--- config.mk ---
export PLATFORM = sky130hd
export DESIGN_NAME = reset_sequencer
export DESIGN_NICKNAME = d
export VERILOG_FILES = /design/src/rtl/reset_sequencer.sv
export SDC_FILE = /design/constraint.sdc
export NUM_CORES = 1
export LEC_CHECK = 0
export BUFFER_PORTS_ARGS = -buffer_cell sky130_fd_sc_hd__buf_2
export CORE_ASPECT_RATIO = 1.2
export CORE_UTILIZATION = 40
export DETAILED_ROUTE_END_ITERATION = 7
export GPL_TIMING_DRIVEN = 0
export HOLD_SLACK_MARGIN = 0.03
export SLEW_MARGIN = 0
export SYNTH_ARGS = -nofsm -noshare
export SYNTH_HDL_FRONTEND = slang
export SYNTH_SLANG_ARGS = --single-unit
--- constraint.sdc ---
create_clock -name Clock -period 4.75 [get_ports Clock]
set_clock_uncertainty 0.05 [all_clocks]
set_input_delay 0.95 -clock Clock [delete_from_list [all_inputs] [get_ports Clock]]
set_output_delay 0.95 -clock Clock [all_outputs]
set_load 0.02 [all_outputs]
--- src/rtl/reset_sequencer.sv ---
// Chip-level reset sequencer: merges masked reset sources and PLL lock, stretches each reset
// event, releases the outputs in order and keeps a sticky cause vector. Optional watchdog: RSTSEQ_WATCHDOG_EN.
module reset_sequencer #(
    parameter int unsigned NUM_SRC        = 4,
    parameter int unsigned NUM_OUT        = 3,
    parameter int unsigned SYNC_STAGES    = 2,
    parameter int unsigned STRETCH_CYCLES = 16,
    parameter int unsigned STEP_CYCLES    = 8,
    parameter int unsigned WDT_CYCLES     = 65536
) (
    input  logic               Clock,
    input  logic               Reset,
    input  logic [NUM_SRC-1:0] RstSrc,
    input  logic [NUM_SRC-1:0] SrcMask,
    input  logic               LockIn,
    input  logic               Kick,
    input  logic               CauseClr,
    output logic [NUM_OUT-1:0] RstOut,
    output logic               Ready,
    output logic [NUM_SRC+1:0] Cause
);

    localparam int unsigned CntW  = (STRETCH_CYCLES > 1) ? $clog2(STRETCH_CYCLES) : 1;
    localparam int unsigned StepW = (STEP_CYCLES > 1) ? $clog2(STEP_CYCLES) : 1;
    localparam int unsigned KW    = (NUM_OUT > 1) ? $clog2(NUM_OUT) : 1;

    localparam logic [CntW-1:0]  CntLoad  = CntW'(STRETCH_CYCLES - 1);
    localparam logic [StepW-1:0] StepLoad = StepW'(STEP_CYCLES - 1);
    // Index of the last output released while still in RELEASE; the final one releases into RUN.
    localparam logic [KW-1:0]    KLast    = KW'((NUM_OUT > 1) ? NUM_OUT - 2 : 0);

    typedef enum logic [1:0] {StAssert, StWaitLock, StRelease, StRun} state_e;

    state_e             state_q, state_d;
    logic [CntW-1:0]    cnt_q, cnt_d;
    logic [StepW-1:0]   step_q, step_d;
    logic [KW-1:0]      k_q, k_d;
    logic [NUM_SRC+1:0] cause_q, cause_d;

    logic [NUM_SRC-1:0]     src_sync_q [SYNC_STAGES];
    logic [SYNC_STAGES-1:0] lock_sync_q;

    logic [NUM_SRC-1:0] req_vec;
    logic               req;
    logic               lk;
    logic               lock_loss;
    logic               wdt_expire;

    always_ff @(posedge Clock) begin
        if (Reset) begin
            for (int i = 0; i < SYNC_STAGES; i++) src_sync_q[i] <= '0;
            lock_sync_q <= '0;
        end else begin
            src_sync_q[0] <= RstSrc;
            for (int i = 1; i < SYNC_STAGES; i++) src_sync_q[i] <= src_sync_q[i-1];
            lock_sync_q <= {lock_sync_q[SYNC_STAGES-2:0], LockIn};
        end
    end

    assign req_vec = src_sync_q[SYNC_STAGES-1] & SrcMask;
    assign req     = |req_vec;
    assign lk      = lock_sync_q[SYNC_STAGES-1];

`ifdef RSTSEQ_WATCHDOG_EN
    localparam int unsigned    WdtW    = (WDT_CYCLES > 1) ? $clog2(WDT_CYCLES) : 1;
    localparam logic [WdtW-1:0] WdtLast = WdtW'(WDT_CYCLES - 1);

    logic [WdtW-1:0] wdt_q, wdt_d;

    // A kick on the expiry cycle wins over the timeout.
    assign wdt_expire = (state_q == StRun) && !Kick && (wdt_q == WdtLast);

    always_comb begin
        wdt_d = wdt_q;
        if (state_q != StRun || Kick) begin
            wdt_d = '0;
        end else if (wdt_q != WdtLast) begin
            wdt_d = wdt_q + 1'b1;
        end
    end

    always_ff @(posedge Clock) begin
        if (Reset) wdt_q <= '0;
        else       wdt_q <= wdt_d;
    end
`else
    localparam int unsigned UnusedWdtCycles = WDT_CYCLES;
    logic unused_kick;
    assign unused_kick = Kick;
    assign wdt_expire  = 1'b0;
`endif

    always_ff @(posedge Clock) begin
        if (Reset) begin
            state_q <= StAssert;
            cnt_q   <= CntLoad;
            step_q  <= StepLoad;
            k_q     <= '0;
            cause_q <= '0;
        end else begin
            state_q <= state_d;
            cnt_q   <= cnt_d;
            step_q  <= step_d;
            k_q     <= k_d;
            cause_q <= cause_d;
        end
    end

    always_comb begin
        state_d   = state_q;
        cnt_d     = cnt_q;
        step_d    = step_q;
        k_d       = k_q;
        lock_loss = 1'b0;
        unique case (state_q)
            StAssert: begin
                if (req)               cnt_d   = CntLoad;
                else if (cnt_q == '0)  state_d = StWaitLock;
                else                   cnt_d   = cnt_q - 1'b1;
            end
            StWaitLock: begin
                if (lk) begin
                    state_d = StRelease;
                    k_d     = '0;
                    step_d  = StepLoad;
                end
            end
            StRelease: begin
                if (NUM_OUT == 1) begin
                    state_d = StRun;
                end else if (step_q == '0) begin
                    if (k_q == KLast) begin
                        state_d = StRun;
                    end else begin
                        k_d    = k_q + 1'b1;
                        step_d = StepLoad;
                    end
                end else begin
                    step_d = step_q - 1'b1;
                end
            end
            StRun: ;
            default: state_d = StAssert;
        endcase

        if (!lk && (state_q == StRelease || state_q == StRun)) lock_loss = 1'b1;
        if (req || lock_loss || wdt_expire) begin
            state_d = StAssert;
            cnt_d   = CntLoad;
        end

        // Sets take priority over a simultaneous clear.
        cause_d = (cause_q & ~{(NUM_SRC + 2){CauseClr}}) | {wdt_expire, lock_loss, req_vec};
    end

    always_comb begin
        RstOut = '1;
        Ready  = 1'b0;
        unique case (state_q)
            StRelease: begin
                for (int i = 0; i < NUM_OUT; i++) RstOut[i] = (i > int'(k_q));
            end
            StRun: begin
                RstOut = '0;
                Ready  = 1'b1;
            end
            default: ;
        endcase
    end

    assign Cause = cause_q;

endmodule
# After elaboration in Yosys (flattened, before gate mapping)
# Memory sizes are Yosys's and may differ from the RTL's.
# Index checks and enable logic that the tools add are counted.
[totals] regBits=19 mem_bits_rw=8 inputBits=13 out_inout_bits=10 wordCells=69 n_memories=1
[mem_list] memory="src_sync_q" words=2 width=4 read_ports=2 rd_ports_with_merged_regs=0 write_ports=2 line_no="40" source="logic [NUM_SRC-1:0] src_sync_q [SYNC_STAGES];"
[classes] addsub=3 magnitude_cmp=2 n_eq_ne=12 muxes=24 bitwise_logic=6 reduce_logical=15
[op_table] op="two-way mux 2 bit" count=8
[op_table] op="two-way mux 4 bit" count=4
[op_table] op="inequality test 2 bit (second input constant)" count=7
[op_table] op="case mux 3 bit (2 select lines)" count=2
[op_table] op="two-way mux 3 bit" count=3
[op_table] op="AND 6 bit" count=1
[op_table] op="inverter 6 bit" count=1
[op_table] op="bitwise OR 6 x 5 -> 6 bit" count=1
[op_table] op="case mux 2 bit (3 select lines)" count=1
[op_table] op="AND reduction 6 bit" count=1
[op_table] op="two-way mux 1 bit" count=5
[op_table] op="AND 4 bit" count=1
[op_table] op="== test 2 x 1 -> 1 bit (second input constant)" count=2
[op_table] op="== test 2 bit (second input constant)" count=2
[op_table] op="logical NOT 4 bit" count=1
[op_table] op="case mux 2 bit (2 select lines)" count=1
[op_table] op="AND reduction 4 bit" count=1
[op_table] op="OR reduction 4 bit" count=1
[op_table] op="subtractor 4 x 1 -> 4 bit (second input constant)" count=1
[op_table] op="logical NOT 3 bit" count=1
[op_table] op="inequality test 3 bit (second input constant)" count=1
[op_table] op="AND reduction 3 bit" count=1
[op_table] op="nonzero test 3 bit" count=1
[op_table] op="subtractor 3 x 1 -> 3 bit (second input constant)" count=1
[op_table] op="11 further kinds" count=13

# Depth between registers and ports, before layout
[logic_depth] word_depth=6 depth_mapped=7 ltp_nobuf=7

# Worst setup path after synthesis
# No wires, ideal clock.
[synth_timing] kind="reg2out" from="reg state_q[0]" to="out RstOut[2]" arrival_ps=1383 required_time_ps=3750 setup_slack_ps=2367 path_stages_with_launch=6 path_buffers=1 path_cell_list="dfxtp_1 -> inv_1 -> ha_1 -> buf_2 -> nor2_1 -> a31o_2"
[synth_via] elab_chain_len=2 elab_cells_between_ends=3 cone_classes="2 x eq/ne; 1 x mux"
[synth_lines] item="from (decl)" line_no="34" source="state_e state_q, state_d;"
[synth_lines] item="from (signal assigned)" line_no="95" source="state_q <= StAssert;"
[synth_lines] item="from (signal assigned)" line_no="101" source="state_q <= state_d;"
[synth_lines] item="== test 2 bit" line_no="159" source="unique case (state_q)"
[synth_lines] item="case mux 3 bit (2 select lines) (*)" line_no="159"
[synth_lines] item="to (decl)" line_no="18" source="output logic [NUM_OUT-1:0] RstOut,"
# Mark *: on every way between the ends. The rest lies on a longest branch, timed or not.

# Worst setup path after layout
# Ends and elaborated chain as after synthesis.

==> flow_metrics.env <==
export IMPL_status="completed"
export IMPL_path_cells="inv_1 > ha_1 > buf_2 > nor2_1 > a31o_2 > buf_2"
export IMPL_synth_most_common_cell="dfxtp_1"
export IMPL_rsz0062_at_grt="no"
export IMPL_cp_max_fo=10
export IMPL_dieArea_mm2=0.00327
export IMPL_n_antenna_cell=0
export IMPL_p_total_uw=363
export IMPL_yosysTopAreaCellShare=0.444
export IMPL_wire_per_inst_um=10.9
export IMPL_required_ns=3.75
export IMPL_postCtsHoldBufs=0
export IMPL_yosys_warnings=0
export IMPL_drive_above_1_share=0.227
export IMPL_relSlewSlack=0.707
export IMPL_drc=0
export IMPL_synth_edf_count=0
export IMPL_cts_root_buf="clkbuf_4"
export IMPL_grt_max_degree=17
export IMPL_slew_viol_final=0
export IMPL_cts_resized=0
export IMPL_ys_flop_type="dfxtp_1"
export IMPL_vias=936
export IMPL_final_min_clock_period_ns=2.68
export IMPL_cap_violations=0
export IMPL_syn_inst=125
export IMPL_ys_types=32
export IMPL_path_depth=6
export IMPL_fmax_mhz=373
export IMPL_hold_violations=0
export IMPL_postCtsSetupBuffers=0
export IMPL_synth_top_cells_by_count="dfxtp_1 (27), inv_1 (14), ha_1 (12)"
export IMPL_layout_setup_ws_ns=2.07
export IMPL_num_rows=21
export IMPL_grt_pass1_wl_mm=3.57
export IMPL_cp_slowest_cell="dfxtp_1"
export IMPL_cts_tree="done"
export IMPL_grt_pass1_vias=884
export IMPL_leakagePower_nw=0.630
export IMPL_synthArstFlopShare=0
export IMPL_place_port_buffers=21
export IMPL_placed_cells=180
export IMPL_final_net_count=176
export IMPL_ys_ff_latch=27
export IMPL_htreeDepth=1
export IMPL_core_area_mm2=0.00284
export IMPL_firstDrtPassIters=4
export IMPL_hold_path_cell_count=1
export IMPL_crit_top_cell="buf_2"
export IMPL_gp_congestion=0.722
export IMPL_synth_nets=150
export IMPL_start_util=0.429
export IMPL_crit_path_end_kind="output pin"
export IMPL_start_kind="register"
export IMPL_setup_viol=0
export IMPL_pre_cts_ws_ns=2.44
export IMPL_drt_iter0_drc=14
export IMPL_period_share=0.565
export IMPL_wl_mm=2.00
export IMPL_critPathBufInv=3
export IMPL_antenna_found_initial=0
export IMPL_syn_cell_area_mm2=0.00122
export IMPL_powerDensity_mw_per_mm2=261
export IMPL_clock_latency_ns=0.32
export IMPL_syn_to_final_growth_pct=14.6
export IMPL_min_path_type="reg2reg"
export IMPL_ys_top_cells_by_area="dfxtp_1 (44%), ha_1 (12%), nor2b_1 (5.1%)"
export IMPL_ant_nets=0
export IMPL_cp_data_arrival_time_ns=1.68
export IMPL_r2r_cells=7
export IMPL_fin_util=0.491
export IMPL_fp_dieH_um=62.4
export IMPL_critical_path_top_delay_family="buffers and inverters"
export IMPL_clock_sinks=27
export IMPL_pin_count=23
export IMPL_grt_overflow_total=0
export IMPL_stdcell_count=184
export IMPL_hpwl_mm=1.58
export IMPL_slowest_delay_ns=0.42
export IMPL_worstMarginPinSlew_ns=0.440
export IMPL_worstSetupPathType="reg2out"
export IMPL_irDropWorstVdd_v=0.000171
export IMPL_yosysSeqAreaShare=0.444
export IMPL_cts_buffers=3
export IMPL_fp_dieW_um=52.3
export IMPL_grt_total_usage=0.142
export IMPL_yosysTopAreaCell="dfxtp_1"
export IMPL_via_per_inst=5.09
export IMPL_clkTransAtPathRegs_ns=0.16
export IMPL_avgSynthCellArea_um2=9.73
export IMPL_setup_tns_ns=0
export IMPL_clock_path_buffers=2
routing by layer:
layer  up-vias  global-route usage  routed length (µm)
met4         0              0.0493                  21
met1       435               0.175                 921
met2        23               0.236                 969
li1        476                   -                   -
met3         2              0.0316                  91
met5         -                   0                   0
report_power, final:
group / internal (mW) / switching (mW)
clock network: 0.0321 / 0.0695
logic: 0.0124 / 0.0128
registers: 0.233 / 0.00321
state kept, by name, summed over array words and instances, names as in the netlist:
name         flops
Cause            6
cnt_q            4
k_q              2
lock_sync_q      2
src_sync_q       8
state_q          2
step_q           3
cells in the final DEF (no fill, tap or decap), types with 2 or more instances in the layout:
cell type	netlist	routed
a22o_1	2	2
mux2i_1	4	4
o21ai_0	2	2
ha_1	12	12
nand3_1	3	3
nand2b_1	3	3
a221o_1	2	2
a22oi_1	4	4
dfxtp_1	27	27
nor2b_1	10	10
clkbuf_1	2	2
a21oi_1	4	4
buf_2	1	22
nor2_1	7	7
clkbuf_4	0	3
nand2_1	10	10
a31o_2	2	2
o211ai_1	2	2
inv_1	14	14
through the flow:
step	instance area, µm²	hold slack [ns]
4_1_cts	1390	0.403
2_1_floorplan	1220	0.364
5_1_grt	1390	0.407
3_3_place_gp	1360	0.366
6_report	1390	0.394
3_5_place_dp	1360	0.379
final timing paths:
check / startpoint / end / slack (ns)
max reg2reg: state_q[0] / state_q[1] / 2.87
min reg2reg: src_sync_q[0][1] / src_sync_q[0][5] / 0.39
min: src_sync_q[0][1] / src_sync_q[0][5] / 0.39
max: state_q[0] / RstOut[2] / 2.07
area by class of cell:
class                   instances  area [µm²]
flip-flops and latches         27         541
inverters                      14        52.6
repair buffers                 21         105
clock inverters                 1        7.51
plain buffers                   3        12.5
multi-input cells              81         611
fillers                       307        1440
well taps                      34        42.5
clock buffers                   3        22.5
cells by family after synthesis:
family / synth area share
adder cells (fa/ha/maj): 0.123
AO/OA/AOI/OAI: 0.147
buffers and inverters: 0.0535
flip-flops: 0.444
AND/OR/NAND/NOR: 0.189
multiplexers: 0.0422
(Power assumes the default switching activity.)
